===== config.mk =====
export PLATFORM = sky130hd
export DESIGN_NAME = dmem_bus_bridge
export DESIGN_NICKNAME = d
export VERILOG_FILES = /design/src/rtl/dmem_bridge_pkg.sv /design/src/rtl/dmem_bus_bridge_lsu_align.sv /design/src/rtl/dmem_bus_bridge.sv
export SDC_FILE = /design/constraint.sdc
export NUM_CORES = 1
export LEC_CHECK = 0
export ABC_AREA = 0
export CORE_MARGIN = 2
export CORE_UTILIZATION = 46
export CTS_CLUSTER_DIAMETER = 40
export CTS_CLUSTER_SIZE = 12
export DETAILED_ROUTE_END_ITERATION = 8
export GPL_TIMING_DRIVEN = 1
export PLACE_DENSITY = 0.93
export SLEW_MARGIN = 0
export SYNTH_ARGS = -nofsm -noshare
export SYNTH_HDL_FRONTEND = slang
export SYNTH_SLANG_ARGS = --single-unit
export TNS_END_PERCENT = 5

===== constraint.sdc =====
create_clock -name clk -period 4.3 [get_ports clk]
set_input_delay 0.86 -clock clk [delete_from_list [all_inputs] [get_ports clk]]
set_output_delay 0.86 -clock clk [all_outputs]
set_load 0.01 [all_outputs]

===== src/rtl/dmem_bridge_pkg.sv =====
// dmem_bridge_pkg: shared types and constants for the data-memory bus bridge.
//   state_t : bridge FSM states (IDLE, REQ, WAIT, DONE)
//   F3_*    : MEM-stage funct3 access size/sign codes
package dmem_bridge_pkg;

  typedef enum logic [1:0] {
    IDLE = 2'd0,
    REQ  = 2'd1,
    WAIT = 2'd2,
    DONE = 2'd3
  } state_t;

  localparam logic [2:0] F3_B  = 3'b000;
  localparam logic [2:0] F3_H  = 3'b001;
  localparam logic [2:0] F3_W  = 3'b010;
  localparam logic [2:0] F3_BU = 3'b100;
  localparam logic [2:0] F3_HU = 3'b101;

endpackage


===== src/rtl/dmem_bus_bridge_lsu_align.sv =====
// lsu_align: combinational byte-lane formatter for the data-memory bridge.
//   funct3    in  access size/sign (undefined codes behave as word)
//   addr_lo   in  byte offset within the word
//   wr_data   in  store data (low bits significant)
//   bus_rdata in  raw read word from the bus
//   wstrb     out byte strobes for a store
//   wdata     out lane-replicated store data
//   load_data out lane-selected, sign/zero-extended load result
//   misaligned out access does not fit its natural alignment
module lsu_align
  import dmem_bridge_pkg::*;
(
  input  logic [2:0]  funct3,
  input  logic [1:0]  addr_lo,
  input  logic [31:0] wr_data,
  input  logic [31:0] bus_rdata,
  output logic [3:0]  wstrb,
  output logic [31:0] wdata,
  output logic [31:0] load_data,
  output logic        misaligned
);

  // Addressed byte/half moved down to bit 0.
  logic [15:0] lane_word;
  assign lane_word = 16'(bus_rdata >> {addr_lo, 3'b000});

  always_comb begin
    // NOTE: every output gets a default first so no path through the case infers a latch.
    misaligned = 1'b0;
    wstrb      = 4'b1111;
    wdata      = wr_data;
    load_data  = bus_rdata;
    case (funct3)
      F3_B, F3_BU: begin
        wdata     = {4{wr_data[7:0]}};
        wstrb     = 4'b0001 << addr_lo;
        load_data = {{24{(funct3 == F3_B) & lane_word[7]}}, lane_word[7:0]};
      end
      F3_H, F3_HU: begin
        misaligned = addr_lo[0];
        wdata      = {2{wr_data[15:0]}};
        wstrb      = 4'b0011 << addr_lo;
        load_data  = {{16{(funct3 == F3_H) & lane_word[15]}}, lane_word[15:0]};
      end
      default: misaligned = |addr_lo;
    endcase
  end

endmodule


===== src/rtl/dmem_bus_bridge.sv =====
// dmem_bus_bridge: converts MEM-stage load/store requests into a valid/ready
// request channel plus a read-response channel, stalling the pipeline until
// each access completes, is rejected as misaligned, or times out.
//   clk, reset               clock, async active-high reset
//   mem_read, mem_write      MEM-stage request (write wins if both set)
//   addr, wr_data, funct3    access address, store data, size/sign
//   stall                    combinational pipeline hold
//   rd_data, rd_valid        load result and its one-cycle strobe
//   misalign_err, bus_err    one-cycle error pulses
//   bus_req_valid/ready, bus_we, bus_addr, bus_wdata, bus_wstrb  request channel
//   bus_resp_valid, bus_rdata                                    response channel
module dmem_bus_bridge
  import dmem_bridge_pkg::*;
#(
  parameter int DM_ADDRESS  = 9,
  parameter int DATA_W      = 32,
  parameter int TIMEOUT_CYC = 64
) (
  input  logic                  clk,
  input  logic                  reset,
  input  logic                  mem_read,
  input  logic                  mem_write,
  input  logic [DM_ADDRESS-1:0] addr,
  input  logic [DATA_W-1:0]     wr_data,
  input  logic [2:0]            funct3,
  output logic                  stall,
  output logic [DATA_W-1:0]     rd_data,
  output logic                  rd_valid,
  output logic                  misalign_err,
  output logic                  bus_err,
  output logic                  bus_req_valid,
  input  logic                  bus_req_ready,
  output logic                  bus_we,
  output logic [DM_ADDRESS-1:0] bus_addr,
  output logic [DATA_W-1:0]     bus_wdata,
  output logic [3:0]            bus_wstrb,
  input  logic                  bus_resp_valid,
  input  logic [DATA_W-1:0]     bus_rdata
);

  localparam int CNT_W = $clog2(TIMEOUT_CYC);
  localparam logic [CNT_W-1:0] CNT_LAST = CNT_W'(TIMEOUT_CYC - 1);

  state_t                state_q;
  logic [CNT_W-1:0]      cnt_q;
  logic [2:0]            f3_q;
  logic [1:0]            lane_q;
  logic                  req_valid_q, we_q, rd_valid_q, misalign_q, berr_q;
  logic [DM_ADDRESS-1:0] addr_q;
  logic [DATA_W-1:0]     wdata_q, rd_data_q;
  logic [3:0]            wstrb_q;

  logic        is_req;
  logic        timed_out;
  logic [CNT_W-1:0] cnt_sat;
  logic [2:0]  al_f3;
  logic [1:0]  al_lo;
  logic [3:0]  al_wstrb;
  logic [31:0] al_wdata, al_load;
  logic        al_misaligned;

  assign is_req    = mem_read | mem_write;
  assign timed_out = (cnt_q == CNT_LAST);
  // Saturates so a request accepted on its last allowed cycle cannot wrap the
  // counter and grant WAIT a fresh budget.
  assign cnt_sat   = timed_out ? cnt_q : cnt_q + 1'b1;

  // Live inputs are formatted while deciding in IDLE; afterwards the captured
  // size and lane steer load formatting when the response arrives.
  assign al_f3 = (state_q == IDLE) ? funct3    : f3_q;
  assign al_lo = (state_q == IDLE) ? addr[1:0] : lane_q;

  lsu_align u_align (
    .funct3    (al_f3),
    .addr_lo   (al_lo),
    .wr_data   (wr_data),
    .bus_rdata (bus_rdata),
    .wstrb     (al_wstrb),
    .wdata     (al_wdata),
    .load_data (al_load),
    .misaligned(al_misaligned)
  );

  assign stall = ((state_q == IDLE) & is_req) | (state_q == REQ) | (state_q == WAIT);

  // NOTE: sequential state uses non-blocking assignments so every register samples pre-edge values.
  always_ff @(posedge clk or posedge reset) begin
    if (reset) begin
      state_q     <= IDLE;
      cnt_q       <= '0;
      f3_q        <= '0;
      lane_q      <= '0;
      req_valid_q <= 1'b0;
      we_q        <= 1'b0;
      addr_q      <= '0;
      wdata_q     <= '0;
      wstrb_q     <= '0;
      rd_data_q   <= '0;
      rd_valid_q  <= 1'b0;
      misalign_q  <= 1'b0;
      berr_q      <= 1'b0;
    end else begin
      // Status pulses are only ever set on the edge into DONE.
      rd_valid_q <= 1'b0;
      misalign_q <= 1'b0;
      berr_q     <= 1'b0;
      case (state_q)
        IDLE: begin
          cnt_q <= '0;
          if (is_req) begin
            f3_q   <= funct3;
            lane_q <= addr[1:0];
            we_q   <= mem_write;
            if (al_misaligned) begin
              misalign_q <= 1'b1;
              if (!mem_write) rd_data_q <= '0;
              state_q <= DONE;
            end else begin
              req_valid_q <= 1'b1;
              addr_q      <= {addr[DM_ADDRESS-1:2], 2'b00};
              wdata_q     <= mem_write ? al_wdata : '0;
              wstrb_q     <= mem_write ? al_wstrb : 4'b0000;
              state_q     <= REQ;
            end
          end
        end
        REQ: begin
          cnt_q <= cnt_sat;
          if (bus_req_ready) begin
            req_valid_q <= 1'b0;
            state_q     <= we_q ? DONE : WAIT;
          end else if (timed_out) begin
            req_valid_q <= 1'b0;
            berr_q      <= 1'b1;
            if (!we_q) rd_data_q <= '0;
            state_q     <= DONE;
          end
        end
        WAIT: begin
          cnt_q <= cnt_sat;
          if (bus_resp_valid) begin
            rd_data_q  <= al_load;
            rd_valid_q <= 1'b1;
            state_q    <= DONE;
          end else if (timed_out) begin
            berr_q    <= 1'b1;
            rd_data_q <= '0;
            state_q   <= DONE;
          end
        end
        default: begin
          cnt_q   <= '0;
          state_q <= IDLE;
        end
      endcase
    end
  end

  assign bus_req_valid = req_valid_q;
  assign bus_we        = we_q & req_valid_q;
  assign bus_addr      = addr_q;
  assign bus_wdata     = wdata_q;
  assign bus_wstrb     = wstrb_q;
  assign rd_data       = rd_data_q;
  assign rd_valid      = rd_valid_q;
  assign misalign_err  = misalign_q;
  assign bus_err       = berr_q;

endmodule


==> flow_summary.toml <==
[route]
viasPerCell = 5.64
drc = 0
postRouteAntennaNets = 0
num_vias = 4539
firstDrtPassIters = 5
routedWlPerCell_um = 17.9
drt_wl_total_um = 14400
drtIter0Drc = 323

[global_route]
grt_max_degree = 45
grt_pass1_vias = 4510
grtUsageMet2_pct = 41.0
antenna_found_initial = 0
grt_pass1_wl_um = 22700
grt_util_all_layers_pct = 25.1
grt.busiest_layer = "met2"
use_met3_pct = 4.66
use_met1_pct = 33.2
grt-ovfl-total = 0

[cts]
root_buffer = "clkbuf_8"
htree_levels = 3
cts_resized = 0
cts-buffers-inserted = 9
cts.sinks = 93
tritoncts = "yes"
cts_buffer_depth = 2
path_clk_slew_ps = 100
cts_hold_buf = 0
cts_setup_buffers = 0
insertion_delay_ps = 370

[yosys]
synth_flop_cell = "dfrtp_1"
synth-edff-count = 0
synth_cell_types = 54
syn_inst = 519
synth.cell_area_sq_um = 4920
synth.avg_cell_area_sq_um = 9.49
async_flop_share_pct = 100
ys_ff_latch = 93
yosysWarnings = 0
ys_seq_area_share_pct = 47.3

[place]
dp_cells = 790
dp_hpwl_um = 10600
pre_cts_ws_ps = 724
place.gp.congestion = 0.898
placed_area_sq_um = 6580
port_buffers = 162

[layout]
syn_to_final_growth_pct = 38.1
drive_above_1_share_pct = 10.2
fin_cells = 805
fin_nets = 754
stdcell_area_sq_um = 6800
diodes = 0
layout.cells.most_common = "clkdlybuf4s50_1"
fillerInstances = 831
final_core_util_pct = 65.6
final_cell_mix = "clkdlybuf4s50_1, nand2_1, dfrtp_1"

[die]
floorplan.initialDensity_pct = 47.5
core_sq_um = 10400
die_h_um = 107
die_x_um = 107
die_area_sq_um = 11500
boundaryPins = 165
row_count = 37

[setup_path]
endpoint_kind = "primary output"
cp_cell_sequence = "inv_1, ha_1, o21ai_1, nand2_1, clkdlybuf4s50_1"
cp-startpoint = "state_q[1]"
start_kind = "flip-flop"
reg2reg_slack_ps = 750
crit_buf_inv = 2
path_delay_family = "adder cells"
critical_path_arrival_ps = 2970
critical_path.slowest_cell = "ha_1"
crit_required_ps = 3440
critPathMaxStageDelay_ps = 840
r2r-start = "state_q[1]"
reg2reg_depth = 7
worstPathMaxFanout = 28
cp.depth = 5
crit_type = "flip-flop to primary output"
cp-endpoint = "stall"
rr_endpoint = "rd_data[20]"

[min_path]
worstHoldStart = "bus_wdata[19]"
min-delay-path-class = "flip-flop to flip-flop"

[power]
p_leak_nw = 3.00
power.density_nw_per_um2 = 723
ir_worst_vdd_uv = 372

[timing]
maxSlewViolCount = 0
setup_viol = 0
fmax_mhz = 261
min_period_ps = 3830
finalHoldViolCount = 0
worstMarginPinSlew_ps = 1150
fin_crit_sh_pct = 89.1
maxSlewHeadroom_pct = 23.5
setup_slack_ps = 469
clock_skew_ps = 12.7
grt_setup_unrepaired = "no"
setup_tns_ps = 0

[run]
cap_violations = 0

[run_status]
status = "finished clean"
==> layer usage <==
| metal | vias up | wire, um |
|---|---|---|
| met5 | - | 0 |
| met1 | 2164 | 6010 |
| li1 | 2119 | - |
| met4 | 0 | 410 |
| met3 | 36 | 1100 |
| met2 | 220 | 6880 |
==> cells by family after synthesis <==
family,count (synthesis),share of synthesized area [%]
simple gates,190,17.1
compound gates,141,19.3
flops,93,47.3
buf+inv,45,5.11
mux,41,9.17
fa+ha+maj,7,1.78
other cells,1,0.0762
xor+xnor,1,0.178
==> registers in the layout, indices dropped and copies added, names as in the netlist <==
name           flops
bus_addr           7
bus_err            1
bus_req_valid      1
bus_wdata         32
bus_wstrb          4
cnt_q              6
f3_q               3
lane_q             2
misalign_err       1
rd_data           32
rd_valid           1
state_q            2
we_q               1
==> power by group <==
group / total, mW / internal (mW) / switching [mW]
combinational: 2.73 / 1.31 / 1.42
sequential: 1.52 / 1.26 / 0.266
clock: 0.663 / 0.344 / 0.319
total: 4.92 / 2.91 / 2.01
==> worst min path at each step <==
stage                                to  slack, ps  cells after the start
after floorplan                cnt_q[2]        470                      1
after global placement    bus_wdata[19]        450                      2
after detailed placement  bus_wdata[18]        460                      2
after CTS                 bus_wdata[19]        480                      2
after global routing      bus_wdata[18]        500                      2
final                     bus_wdata[19]        480                      2
==> cell type report <==
class / instances / area [sq um] / area share [%]
clock buffers: 10 / 138 / 2.02
inverters: 10 / 38.8 / 0.570
well taps: 136 / 170 / 2.50
flip-flops and latches: 93 / 2330 / 34.2
repair buffers: 169 / 1670 / 24.6
multi-input cells: 382 / 2370 / 34.8
clock inverters: 5 / 82.6 / 1.21
==> cells in the mapped netlist, drive strengths merged, types with 2 or more instances <==
library cell	instances	area, sq um
buf	22	165
nand2b	2	12.5
o21ai	58	332
inv	10	37.5
clkbuf	13	48.8
and3b	3	26.3
a22o	17	149
and3	2	12.5
mux2	20	225
a2111oi	7	67.6
o21a	3	22.5
o22ai	15	93.8
a32oi	3	26.3
and2	4	25.0
nor4	2	27.5
nand3	11	60.1
mux2i	21	226
nand2	97	364
nor3b	5	37.5
ha	7	87.6
nor3	6	35.0
a31oi	4	25.0
dfrtp	93	2330
nor2	52	198
a21oi	19	103
o31ai	10	88.8
==> stage by stage <==
step | power, mW | hold WS [ps]
global route | 5.22 | 503
floorplan | 3.13 | 470
detailed placement | 4.25 | 458
CTS | 4.92 | 483
global placement | 4.12 | 451
finish | 4.92 | 479
==> tightest hold or removal path: stages, from the launching register on <==
cell and delay [ps]:
dfrtp_1 350, nand2_1 50, nand2_1 50
No activity file was read; power rests on OpenSTA's default activity.
